--- config.mk ---
export PLATFORM = sky130hd
export DESIGN_NAME = idx_alloc
export DESIGN_NICKNAME = d
export VERILOG_FILES = /design/src/rtl/idx_alloc.sv
export SDC_FILE = /design/constraint.sdc
export NUM_CORES = 1
export LEC_CHECK = 0
export CAP_MARGIN = 20
export CORE_MARGIN = 4
export CORE_UTILIZATION = 28
export DETAILED_ROUTE_END_ITERATION = 12
export DONT_BUFFER_PORTS = 1
export PLACE_DENSITY = 0.39
export SLEW_MARGIN = 15
export SYNTH_ARGS = -nofsm -noshare
export SYNTH_HDL_FRONTEND = slang
export SYNTH_SLANG_ARGS = --single-unit
--- constraint.sdc ---
create_clock -name clk -period 3.5 [get_ports clk]
set_input_delay 0.35 -clock clk [delete_from_list [all_inputs] [get_ports clk]]
set_output_delay 0.35 -clock clk [all_outputs]
set_load 0.1 [all_outputs]
--- src/rtl/idx_alloc.sv ---
// rtl/idx_alloc.sv - lowest-free index allocator with encoded allocate/free handshakes
// Offers the lowest free entry; legal frees return entries, illegal frees pulse o_err.
module idx_alloc #(
  parameter  int N  = 16,
  localparam int W  = $clog2(N),
  localparam int CW = $clog2(N + 1)
) (
  input  logic          clk,
  input  logic          rst,
  input  logic          i_alloc_acc,
  output logic          o_alloc_vld,
  output logic [W-1:0]  o_alloc_idx,
  input  logic          i_free_vld,
  input  logic [W-1:0]  i_free_idx,
  output logic [N-1:0]  o_busy,
  output logic [CW-1:0] o_free_cnt,
  output logic          o_full,
  output logic          o_empty,
  output logic          o_err
);

  logic [N-1:0]  busy;
  logic [N-1:0]  busy_nxt;
  logic [CW-1:0] free_cnt;
  logic          err;
  logic [W-1:0]  low_idx;
  logic          alloc_fire;
  logic          free_hit;
  logic          free_ok;

  // Descending scan so the lowest free entry wins; 0 when nothing is free.
  always_comb begin
    low_idx = '0;
    for (int i = N - 1; i >= 0; i--) begin
      if (!busy[i]) low_idx = W'(i);
    end
  end

  // Matching against real entries only also rejects out-of-range indices.
  always_comb begin
    free_hit = 1'b0;
    for (int i = 0; i < N; i++) begin
      if (i_free_idx == W'(i) && busy[i]) free_hit = 1'b1;
    end
  end

  assign alloc_fire = i_alloc_acc & o_alloc_vld;
  assign free_ok    = i_free_vld & free_hit;

  always_comb begin
    busy_nxt = busy;
    for (int i = 0; i < N; i++) begin
      if (alloc_fire && low_idx == W'(i))  busy_nxt[i] = 1'b1;
      if (free_ok && i_free_idx == W'(i))  busy_nxt[i] = 1'b0;
    end
  end

  always_ff @(posedge clk) begin
    if (rst) begin
      busy     <= '0;
      free_cnt <= CW'(N);
      err      <= 1'b0;
    end else begin
      busy <= busy_nxt;
      if (alloc_fire && !free_ok)
        free_cnt <= free_cnt - CW'(1);
      else if (free_ok && !alloc_fire)
        free_cnt <= free_cnt + CW'(1);
      err <= i_free_vld & ~free_hit;
    end
  end

  assign o_alloc_vld = ~rst & (free_cnt != '0);
  assign o_alloc_idx = o_alloc_vld ? low_idx : '0;
  assign o_busy      = busy;
  assign o_free_cnt  = free_cnt;
  assign o_full      = (free_cnt == '0);
  assign o_empty     = (free_cnt == CW'(N));
  assign o_err       = err;

  always_ff @(posedge clk) begin
    if (!rst) begin
      assert ($countones(busy) + int'(free_cnt) == N);
      if (o_alloc_vld) assert (int'(o_alloc_idx) < N);
    end
  end

endmodule
## Yosys cells after proc, flatten, opt, wreduce, memory -nomap -nowiden

Index checks and enable logic that the tools add are counted.

| cells by class | value |
|---|---|
| reduce and logical (&&, ||, !) cells | 73 |
| equal/unequal tests | 31 |
| muxes and demuxes | 35 |
| $add $sub $neg | 2 |
| $mul | 0 |
| shifts and indexed selects | 0 |
| div/mod/pow operators | 0 |
| magnitude comparators | 0 |
| bitwise operators | 6 |

Operator list:

| kind | number |
|---|---|
| 2-to-1 mux 4 bit | 17 |
| equality test 4 bit (second input constant) | 16 |
| logical AND 1 bit | 50 |
| equality test 4 x 3 -> 1 bit (second input constant) | 8 |
| OR reduction 2 bit | 16 |
| equality test 4 x 2 -> 1 bit (second input constant) | 4 |
| 2-to-1 mux 1 bit | 16 |
| 2-to-1 mux 5 bit | 2 |
| equality test 4 x 1 -> 1 bit (second input constant) | 2 |
| logical NOT 4 bit | 2 |
| adder 5 x 1 -> 5 bit (second input constant) | 1 |
| equality test 5 bit (second input constant) | 1 |
| logical NOT 5 bit | 1 |
| nonzero test 5 bit | 1 |
| subtractor 5 x 1 -> 5 bit (second input constant) | 1 |
| AND 1 bit | 4 |
| logical NOT 1 bit | 2 |
| inverter 1 bit | 2 |
| nonzero test 2 bit | 1 |

| storage, ports and cells | value |
|---|---|
| output and inout port bits | 29 |
| bits in latches | 0 |
| memories kept | 0 |
| bits in registers | 22 |
| bits in read-only memories | 0 |
| memory bits (writable) | 0 |
| bits of input ports | 8 |

## Longest topological paths before layout

Gate-level depths: netlist of the first run.

| logic depth | value |
|---|---|
| depth after elaboration | 22 |
| gate-level depth with buffers | 17 |
| gate-level depth less buffers | 14 |

## Least setup slack after synthesis of the first run

OpenSTA, ideal clock, no wires.

| timing path | value |
|---|---|
| path kind | reg-to-output |
| from | register free_cnt[2], in the netlist o_free_cnt[2] |
| to | output o_alloc_idx[0] |
| required time | 3.150 ns |
| slack | -0.742 ns |
| path buffers | 1 |
| stages on the path, launching flop included | 6 |
| arrival | 3.892 ns |
| cell sequence | dfxtp_1 -> buf_2 -> nor4_1 -> and2_4 -> nor2_1 -> and2_1 |

| on the way | value |
|---|---|
| word-level cells in the longest chain between the ends | 3 |

Ends and longest elaborated chain:

| element | line | source |
|---|---|---|
| start, declared | 24 | `logic [CW-1:0] free_cnt;` |
| start signal, assigned | 61 | `free_cnt <= CW'(N);` |
| start signal, assigned | 66 | `free_cnt <= free_cnt - CW'(1);` |
| start signal, assigned | 68 | `free_cnt <= free_cnt + CW'(1);` |
| nonzero test 5 bit | 73 | `assign o_alloc_vld = ~rst & (free_cnt != '0);` |
| AND 1 bit | 73 |  |
| net o_alloc_vld | 11 | `output logic o_alloc_vld,` |
| 2-to-1 mux 4 bit | 74 | `assign o_alloc_idx = o_alloc_vld ? low_idx : '0;` |
| end, declared | 12 | `output logic [W-1:0] o_alloc_idx,` |

The timed path passes the listed nets, and every way through them passes these cells.

## Worst setup path in the final report of the first run

| timing path | value |
|---|---|
| from | register busy[12], in the netlist o_busy[12] |
| to | register free_cnt[4], in the netlist o_free_cnt[4] |

| on the way | value |
|---|---|
| word-level cells in the longest chain between the ends | 9 |

Ends and longest elaborated chain:

| element | line | source |
|---|---|---|
| start, declared | 22 | `logic [N-1:0] busy;` |
| start signal, assigned | 64 | `busy <= busy_nxt;` |
| logical AND 1 bit * | 43 | `if (i_free_idx == W'(i) && busy[i]) free_hit = 1'b1;` |
| 2-to-1 mux 1 bit * (4 in a row) | 43 |  |
| AND 1 bit * | 48 | `assign free_ok = i_free_vld & free_hit;` |
| logical NOT 1 bit | 65 | `if (alloc_fire && !free_ok)` |
| logical AND 1 bit | 65 |  |
| 2-to-1 mux 5 bit / nonzero test 2 bit (equally long branches) | n/a |  |

Mark *: on every way between the ends. The rest lies on a longest branch, timed or not.
A chain may end at the register's enable or synchronous reset.

==> impl_metrics.yaml, run 1 <==
run_status:
  outcome: "completed"
grt:
  wire_length_of_the_first_global_routing_pass_um: 7983
  globalRouteOverflowTotal: 0
  grt.total_usage_pct: 15.82
  first_global_vias: 1487
  grt_max_degree: 27
  grt_antenna_before_repair: 0
synthesis:
  post_synth.cell_area_avg_sq_um: 8.198
  number_of_library_cell_types_mapped_by_synthesis: 48
  edff_count_synth: 0
  most_common_flop_cell_mapped_by_yosys: "sky130_fd_sc_hd__dfxtp_1"
  syn_nets: 192
  ys_seq_area_share_pct: 29.68
  syn_inst: 181
  yosys_register_bits: 22
  syn-cell-area_sq_um: 1484
  synth_warnings: 0
  postSynth.asyncResetShare_pct: 0
sta:
  finalWorstPathRequiredPeriod_ns: 2.879
  clock_skews_ns: 0.01055
  final-setup-viol-count: 0
  finalHoldViolations: 0
  maxSlewHeadroom_pct: 37.51
  max_slew.worst_pin.slew_ns: 0.9361
  unrepaired_setup_endpoints_after_global_routing: "no"
  worst_hold_margin_ns: 0.1407
  period_share_pct: 82.25
  final.setup.worst_slack_ns: 0.6211
  maximum_clock_frequency_mhz: 347.4
  fin_tns_setup_ns: 0
  finalMaxSlewViolations: 0
finish:
  final_common_cell: "sky130_fd_sc_hd__buf_4"
  most-common-layout-cells: "sky130_fd_sc_hd__buf_4, sky130_fd_sc_hd__a31oi_1, sky130_fd_sc_hd__nand2_1"
  syn_to_final_growth_pct: 24.54
  fillCellCount: 548
  num-nets-final: 215
  diodes: 0
  drive_above_1_share_pct: 30.05
  non_filler_cell_area_final_sq_um: 1848
min_path:
  hold_path_startpoint: "rst"
  hold_class: "input pin to flip-flop"
power:
  p_per_area_nw_per_um2: 364.6
  combPwrFrac_pct: 24.2
  p_seq_share_pct: 39.2
  worst_ir_drop_vdd_uv: 154.7
  pwr-share-clk_pct: 36.6
  total_switching_power_mw: 0.2239
  report.power.total_mw: 0.6739
  cellLeakagePower_nw: 0.6560
  p_int_mw: 0.4500
  power.switching_fraction_pct: 33.23
cts:
  cts_htree_levels: 1
  max-clock-path-buffers: 2
  clock-sinks: 22
  number_of_buffers_created_by_cts: 3
  worstSkewPairLatency_ns: 0.27
  cts_hold_repair.buffers: 0
  clockRootBuffer: "sky130_fd_sc_hd__clkbuf_8"
  cts-resized-gates: 0
  cts_setup_buffers: 0
  clock_tree_from_tritoncts: "built"
  path_clk_slew_ns: 0.10
floorplanning:
  row_count: 26
  floorplan.die.height_um: 80.80
  io_pins: 37
  initial_utilization_pct: 29.05
  die_outline_width_um: 80.80
  core_region_area_sq_um: 5107
  design.die.area_sq_um: 6529
setup_path:
  critical-path-slowest-cell: "sky130_fd_sc_hd__ha_1"
  reg2reg_depth: 14
  slowest_delay_ns: 0.36
  critical_path_peak_fanout: 10
  worstPathArrival_ns: 3.04
  critPathCaptureType: "flip-flop"
  rrSetupSlack_ns: 0.62
  worstPathCellList: "mux2_2 > a32o_1 > a21oi_1 > a31oi_1 > inv_1 > ha_1 > xor2_1 > ha_1 > a21oi_1 > nor3b_1 > o21ai_0 > a21oi_1 > xnor2_1 > nand2b_1"
  worst_setup_path_endpoint: "o_free_cnt[4]"
  worstReg2RegStart: "o_busy[12]"
  timing.critical_path.from: "o_busy[12]"
  cp_common_cell: "sky130_fd_sc_hd__a21oi_1"
  worst-endpoint-required_ns: 3.66
  timing.critical_path.from_type: "flip-flop"
  r2r-end: "o_free_cnt[4]"
  worst-setup-path-type: "flip-flop to flip-flop"
route:
  wl_per_cell_um: 17.93
  finalWirelength_um: 4896
  vias_per_cell: 5.579
  drtPass1Iterations: 4
  routed-via-count: 1523
  final_antenna_net_count: 0
  post-route-drc-count: 0
  detail_route.iter0.violations: 122
place:
  dpl_worst_slack_ns: 0.4642
  io_buffers: 0
  detailed_place_hpwl_um: 3805
  globalplace.congestion: 0.8267
  dpl_cell_area_sq_um: 1777
run:
  max-cap-violations: 0
cells in the mapped netlist, types with 2 or more instances:
cell / instances / share of area (%)
sky130_fd_sc_hd__nand2_1: 14 / 3.5
sky130_fd_sc_hd__or2_2: 3 / 1.3
sky130_fd_sc_hd__ha_1: 3 / 2.5
sky130_fd_sc_hd__o2bb2ai_1: 3 / 1.8
sky130_fd_sc_hd__mux2i_1: 3 / 2.0
sky130_fd_sc_hd__clkbuf_1: 5 / 1.3
sky130_fd_sc_hd__inv_1: 6 / 1.5
sky130_fd_sc_hd__buf_2: 3 / 1.0
sky130_fd_sc_hd__and2_1: 3 / 1.3
sky130_fd_sc_hd__nor2b_1: 8 / 3.4
sky130_fd_sc_hd__xnor2_1: 2 / 1.2
sky130_fd_sc_hd__a211oi_2: 5 / 4.2
sky130_fd_sc_hd__nand3_1: 2 / 0.67
sky130_fd_sc_hd__a21oi_1: 6 / 2.0
sky130_fd_sc_hd__mux2_2: 2 / 1.5
sky130_fd_sc_hd__nand4_1: 4 / 1.7
sky130_fd_sc_hd__nor2_1: 14 / 3.5
sky130_fd_sc_hd__or3_1: 2 / 0.84
sky130_fd_sc_hd__nand2b_1: 5 / 2.1
sky130_fd_sc_hd__nor3_1: 4 / 1.3
sky130_fd_sc_hd__a311oi_1: 8 / 4.7
sky130_fd_sc_hd__nor3b_1: 2 / 1.0
sky130_fd_sc_hd__o21ai_0: 6 / 2.0
sky130_fd_sc_hd__a22o_1: 2 / 1.2
sky130_fd_sc_hd__dfxtp_1: 22 / 30
sky130_fd_sc_hd__xor2_1: 4 / 2.4
sky130_fd_sc_hd__a211oi_1: 2 / 1.0
sky130_fd_sc_hd__nor4_1: 2 / 0.84
sky130_fd_sc_hd__a31oi_1: 16 / 6.7
sky130_fd_sc_hd__and2_4: 2 / 1.2
layer usage:
layer  routed length (um)  track usage [%]
met1                 2188            22.37
met2                 2195            23.89
met3                  476            4.545
met4                   36            3.209
met5                    0                0
worst max-delay path, delay by kind of cell, from the launching register on:
| kind | cells | cell delay [ns] |
|---|---|---|
| AND/OR/NAND/NOR | 2 | 0.15 |
| buffers and inverters | 1 | 0.11 |
| XOR/XNOR | 2 | 0.26 |
| AO/OA/AOI/OAI | 6 | 1.11 |
| adder cells (fa/ha/maj) | 2 | 0.55 |
| flip-flops | 1 | 0.33 |
| multiplexers | 1 | 0.27 |
sequential cells by signal, indices dropped and copies added, names as in the netlist:
| register | cells |
|---|---|
| o_err | 1 |
| o_busy | 16 |
| o_free_cnt | 5 |
cell families after synthesis:
family | share of synthesized area [%]
AOI/OAI and AO/OA | 30.19
DFF | 29.68
adders and majority gates | 2.530
and+or+nand+nor | 25.21
muxes | 3.541
xor gates and xnor gates | 3.541
buffers and inverters | 5.312
metrics by stage:
stage | std cells | util, %
after floorplan | 181 | -
after global placement | 269 | 34.79
after detailed placement | 269 | 34.79
after CTS | 273 | 36.18
after global routing | 273 | 36.18
final | 273 | 36.18
final cells by class:
class / count / area (sq um) / area share (%)
clock buffer: 3 / 41.29 / 2.234
clock inverter: 1 / 30.03 / 1.625
inverter: 6 / 22.52 / 1.219
multi-input combinational: 142 / 984.7 / 53.28
sequential: 22 / 451.7 / 24.44
tap: 70 / 87.58 / 4.739
timing repair buffer: 29 / 230.2 / 12.46
worst min path at each step:
stage | slack, ns | cells past startpoint | to
2_1_floorplan | 0.49 | 2 | o_err
3_3_place_gp | 0.42 | 1 | o_busy[12]
3_5_place_dp | 0.42 | 1 | o_busy[12]
4_1_cts | 0.13 | 1 | o_busy[12]
5_1_grt | 0.12 | 1 | o_busy[15]
6_report | 0.14 | 1 | o_busy[1]
power by group through the flow:
stage                     registers [mW]  logic (mW)  clock network, mW
after floorplan                    0.312      0.0980                  0
after global placement             0.270       0.162                  0
after detailed placement           0.270       0.163                  0
after CTS                          0.265       0.163              0.252
after global routing               0.265       0.172              0.261
final                              0.264       0.163              0.247
No activity file was read; power rests on OpenSTA's default activity.
==> inputs of run 2 (changes only) <==
- PLACE_DENSITY: 0.39 -> 0.41
- clock period: 3.5 -> 2.35 ns (I/O delays scaled with it)
==> run 2 against run 1 <==
The run now ends with setup timing left. Sequential cell count unchanged. Routed wire length up 8.1%. Utilization up 7.7 points. Non-clock buffer count up 23. Sequential power up 42%. Worst setup slack worse by 0.83 ns. Clock skew down 0.0036 ns. Global-route usage up 0.88 points. Via count up 7.6%. Cell area up 21%. Sequential share of layout area down 2.1 points. Critical path depth down 3. Critical endpoint is now o_free_cnt[2]. Largest cell class unchanged. Largest power group unchanged.
==> impl_metrics.yaml, run 2 (same netlist as run 1, synthesis figures left out) <==
power:
  p_seq_share_pct: 39.9
  combPwrFrac_pct: 31.2
  report.power.total_mw: 0.9398
  total_switching_power_mw: 0.3296
  p_int_mw: 0.6102
  pwr-share-clk_pct: 28.9
  power.switching_fraction_pct: 35.07
  worst_ir_drop_vdd_uv: 161.2
  p_per_area_nw_per_um2: 419.2
  cellLeakagePower_nw: 0.8020
sta:
  unrepaired_setup_endpoints_after_global_routing: "yes"
  finalHoldViolations: 0
  maximum_clock_frequency_mhz: 390.4
  finalWorstPathRequiredPeriod_ns: 2.562
  clock_skews_ns: 0.006900
  maxSlewHeadroom_pct: 68.51
  final.setup.worst_slack_ns: -0.2117
  finalMaxSlewViolations: 0
  max_slew.worst_pin.slew_ns: 0.4723
  fin_tns_setup_ns: -0.4595
  final-setup-viol-count: 3
  period_share_pct: 109.0
grt:
  grt.total_usage_pct: 16.71
  first_global_vias: 1593
  wire_length_of_the_first_global_routing_pass_um: 8411
  grt_antenna_before_repair: 0
  globalRouteOverflowTotal: 0
  grt_max_degree: 27
cts:
  cts_htree_levels: 1
  max-clock-path-buffers: 2
  clock-sinks: 22
  number_of_buffers_created_by_cts: 3
  path_clk_slew_ns: 0.08
  clockRootBuffer: "sky130_fd_sc_hd__clkbuf_8"
  worstSkewPairLatency_ns: 0.26
  cts_hold_repair.buffers: 0
  clock_tree_from_tritoncts: "built"
route:
  vias_per_cell: 5.537
  detail_route.iter0.violations: 171
  final_antenna_net_count: 0
  routed-via-count: 1639
  wl_per_cell_um: 17.88
  post-route-drc-count: 0
  drtPass1Iterations: 4
  finalWirelength_um: 5293
setup_path:
  worst-endpoint-required_ns: 2.55
  worstReg2RegStart: "o_busy[0]"
  critical_path_peak_fanout: 3
  worstPathArrival_ns: 2.76
  timing.critical_path.from: "o_busy[0]"
  timing.critical_path.from_type: "flip-flop"
  worst-setup-path-type: "flip-flop to flip-flop"
  critPathCaptureType: "flip-flop"
finish:
  final_common_cell: "sky130_fd_sc_hd__buf_4"
  non_filler_cell_area_final_sq_um: 2242
  largest_register_ffs: 16
  syn_to_final_growth_pct: 51.10
  diodes: 0
  most-common-layout-cells: "sky130_fd_sc_hd__buf_4, sky130_fd_sc_hd__nand2_1, sky130_fd_sc_hd__dfxtp_4"
  num-nets-final: 238
  drive_above_1_share_pct: 48.67
floorplanning:
  die_outline_width_um: 80.80
  io_pins: 37
  core_region_area_sq_um: 5107
  floorplan.die.height_um: 80.80
  row_count: 26
  design.die.area_sq_um: 6529
  initial_utilization_pct: 29.05
run:
  max-cap-violations: 0
min_path:
  hold_path_startpoint: "rst"
  hold_class: "input pin to flip-flop"
run_status:
  outcome: "complete, but fails checks"
  violations: "setup timing"
place:
  dpl_cell_area_sq_um: 2051
  io_buffers: 0
  dpl_worst_slack_ns: -0.2848
  globalplace.congestion: 0.9049
  detailed_place_hpwl_um: 4061
==> run 2: power groups by stage <==
stage	Clock (mW)	Sequential, mW	Combinational (mW)
global route	0.299	0.377	0.309
detailed placement	0	0.384	0.280
finish	0.271	0.375	0.293
CTS	0.284	0.375	0.293
global placement	0	0.384	0.278
floorplan	0	0.454	0.155
==> run 2: per-stage QoR <==
step / std cells / util (%) / hold slack, ns
CTS: 297 / 43.07 / 0.01609
global route: 296 / 43.90 / 0.002351
floorplan: 181 / - / 0.3910
detailed placement: 287 / 40.15 / 0.3018
finish: 296 / 43.90 / 0.02297
global placement: 287 / 40.15 / 0.3023
==> run 2: final timing paths <==
path | to | cells past startpoint | slack, ns
hold reg to reg | o_err | 4 | 0.72
setup reg to reg | o_free_cnt[2] | 11 | -0.21
setup / recovery | o_free_cnt[2] | 11 | -0.21
hold / removal | o_free_cnt[2] | 1 | 0.02
==> run 2: repair_timing <==
item,CTS,global route
gates resized for setup,11,13
pin swaps,8,6
buffers inserted,6,1
endpoints found under the hold margin,0,0
endpoints found under the setup margin,5,6
==> run 2: area by class of cell <==
| cell class | count | area, sq um |
|---|---|---|
| clock buffer | 4 | 55.05 |
| fill | 526 | 2865 |
| inverter | 6 | 22.52 |
| multi-input combinational | 142 | 1076 |
| sequential | 22 | 501.7 |
| tap | 70 | 87.58 |
| timing repair buffer | 52 | 499.2 |
==> run 2: critical path, stage by stage, from the launching register on <==
cell and delay (ns):
sky130_fd_sc_hd__dfxtp_4 0.35, sky130_fd_sc_hd__a22o_1 0.19, sky130_fd_sc_hd__a222oi_1 0.47, sky130_fd_sc_hd__a31oi_2 0.19, sky130_fd_sc_hd__inv_2 0.11, sky130_fd_sc_hd__ha_4 0.13
sky130_fd_sc_hd__xor2_1 0.15, sky130_fd_sc_hd__ha_2 0.19, sky130_fd_sc_hd__a21oi_2 0.05, sky130_fd_sc_hd__xor2_1 0.17, sky130_fd_sc_hd__or3_1 0.37, sky130_fd_sc_hd__a21oi_2 0.12
==> run 2: metal layers <==
metal	track usage, %	routed length (um)	vias up
met3	5.100	432	4
met5	0	0	-
met1	21.43	2279	781
met4	4.223	43	0
met2	27.26	2537	68
li1	-	-	786
==> inputs of run 3 (changes only) <==
==> constraint.sdc (replaced) <==
create_clock -name clk -period 2.35 [get_ports clk]
set_input_delay 0.235 -clock clk [delete_from_list [all_inputs] [get_ports clk]]
set_output_delay 0.235 -clock clk [all_outputs]
set_load 0.01 [all_outputs]
==> run 3 against run 2 <==
The flow still finishes with violations (setup timing). Worst setup slack improved by 0.094 ns. Sequential power increased by 3%. Combinational power decreased by 46%. Hold slack got worse by 0.0017 ns. Die area unchanged. Power decreased by 3.2%. Register-to-register slack improved by 0.09 ns. Global-route usage decreased by 0.60 points. Count of clock-buffer cells in the layout decreased by 1. Critical path type unchanged. Largest power group unchanged. Highest routed layer unchanged.
==> impl_metrics.yaml, run 3 (same netlist as run 1, synthesis figures left out) <==
run_status:
  outcome: "complete, but fails checks"
  violations: "setup timing"
min_path:
  hold_path_startpoint: "rst"
  hold_class: "input pin to flip-flop"
  hold_crit_depth: 1
place:
  detailed_place_hpwl_um: 4017
  globalplace.congestion: 0.8713
  io_buffers: 0
  place.detailed.instances: 275
setup_path:
  worstPathCellList: "mux2_2 > a32o_1 > a21oi_2 > a31oi_1 > inv_2 > ha_4 > xor2_1 > ha_2 > a21oi_4 > nor3b_2 > o21ai_1 > a21oi_2 > xnor2_1 > nand2b_1"
  cp_common_cell: "sky130_fd_sc_hd__a21oi_2"
  timing.critical_path.max_delay_family: "compound AO/OA/AOI/OAI gates"
  worst-setup-path-type: "flip-flop to flip-flop"
  worst-path-stages: 14
  critical-path-slowest-cell: "sky130_fd_sc_hd__dfxtp_1"
  cp.buffers_inverters: 1
  worstPathArrival_ns: 2.64
  worst-endpoint-required_ns: 2.52
  worst_setup_path_endpoint: "o_free_cnt[4]"
  critical_path_peak_fanout: 3
  timing.critical_path.from_type: "flip-flop"
  worstReg2RegStart: "o_busy[12]"
  reg2reg_depth: 14
  r2r-end: "o_free_cnt[4]"
  slowest_delay_ns: 0.32
  timing.critical_path.from: "o_busy[12]"
  rrSetupSlack_ns: -0.12
  critPathCaptureType: "flip-flop"
sta:
  finalWorstPathRequiredPeriod_ns: 2.467
  final.setup.worst_slack_ns: -0.1174
  finalHoldViolations: 0
  finalMaxSlewViolations: 0
  unrepaired_setup_endpoints_after_global_routing: "yes"
  period_share_pct: 105.0
  clock_skews_ns: 0.004749
  maximum_clock_frequency_mhz: 405.3
  max_slew.worst_pin.slew_ns: 0.6475
  maxSlewHeadroom_pct: 56.44
  fin_tns_setup_ns: -0.2050
  final-setup-viol-count: 3
grt:
  wire_length_of_the_first_global_routing_pass_um: 8100
  grt_antenna_before_repair: 0
  grt.total_usage_pct: 16.11
  first_global_vias: 1597
  globalRouteOverflowTotal: 0
  grt_max_degree: 27
route:
  routed-via-count: 1540
  wl_per_cell_um: 18.15
  final_antenna_net_count: 0
  drtPass1Iterations: 4
  post-route-drc-count: 0
  vias_per_cell: 5.500
  finalWirelength_um: 5081
  detail_route.iter0.violations: 94
cts:
  clock-sinks: 22
  number_of_buffers_created_by_cts: 3
  clockRootBuffer: "sky130_fd_sc_hd__clkbuf_8"
  max-clock-path-buffers: 2
  worstSkewPairLatency_ns: 0.27
  clock_tree_from_tritoncts: "built"
  path_clk_slew_ns: 0.09
  cts_hold_repair.buffers: 0
  cts_htree_levels: 1
power:
  cellLeakagePower_nw: 0.6916
  p_per_area_nw_per_um2: 469.9
  worst_ir_drop_vdd_uv: 258.0
finish:
  most-common-layout-cells: "sky130_fd_sc_hd__buf_4, sky130_fd_sc_hd__dfxtp_1, sky130_fd_sc_hd__a31oi_1"
  diodes: 0
  num-nets-final: 222
  drive_above_1_share_pct: 32.86
  fillCellCount: 561
  multi_input_comb_area_sq_um: 1042
  largest_register_ffs: 16
  syn_to_final_growth_pct: 30.44
  sequential_cell_area_sq_um: 441.7
  final_common_cell: "sky130_fd_sc_hd__buf_4"
  instances_no_fill: 280
floorplanning:
  core_region_area_sq_um: 5107
  initial_utilization_pct: 29.05
  floorplan.die.height_um: 80.80
  io_pins: 37
  die_outline_width_um: 80.80
  row_count: 26
  design.die.area_sq_um: 6529
run:
  max-cap-violations: 0
==> run 3: cell types whose count changed in the layout (fill, tap and decap cells not counted), sizes merged <==
cell / before / now
bufinv: 0 / 1
buf: 52 / 36
clkbuf: 4 / 3
==> run 3: final cells by class <==
cell class / count / share of cell area, %
clock buffers: 3 / 2.133
clock inverters: 1 / 1.551
inverters: 6 / 1.164
multi-input cells: 142 / 53.85
flip-flops and latches: 22 / 22.82
well taps: 70 / 4.525
repair buffers: 36 / 13.96
==> run 3: worst min path at each step <==
stage,end,slack [ns]
floorplan,o_err,0.37
global placement,o_busy[15],0.31
detailed placement,o_busy[15],0.31
CTS,o_busy[13],0.01
global route,o_free_cnt[2],0.008
finish,o_free_cnt[2],0.02
==> run 3: per-layer routing <==
layer,GRT usage [%],share of wire [%],vias up
li1,-,-,742
met4,6.081,2.1,0
met3,3.769,5.4,8
met2,28.33,49,44
met1,18.88,43,746
met5,0,0,-
==> run 3: what timing repair did <==
| item | in CTS | in global routing |
|---|---|---|
| buffers inserted | 1 | 0 |
| pin swaps | 10 | 5 |
| gates resized for setup | 4 | 5 |
| setup endpoints to repair | 3 | 5 |
| cloned | 0 | 0 |
| hold endpoints to repair | 0 | 0 |
==> run 3: where the power goes <==
part           internal [mW]  leakage, nW  switching (mW)
Combinational         0.0723        0.477          0.0861
Clock                  0.228       0.0357           0.137
Sequential             0.381        0.179         0.00515
Total                  0.682        0.692           0.228
==> run 3: metrics by stage <==
stage / cell area [sq um] / total power [mW] / hold slack [ns] / setup slack (ns) / utilization (%)
floorplan: 1534 / 0.5052 / 0.3734 / -0.4878 / -
global placement: 1813 / 0.5434 / 0.3101 / -0.1788 / 35.50
detailed placement: 1813 / 0.5461 / 0.3102 / -0.2690 / 35.50
CTS: 1909 / 0.9154 / 0.01381 / -0.1478 / 37.38
global route: 1936 / 0.9449 / 0.007996 / -0.2811 / 37.90
finish: 1936 / 0.9095 / 0.02124 / -0.1174 / 37.90
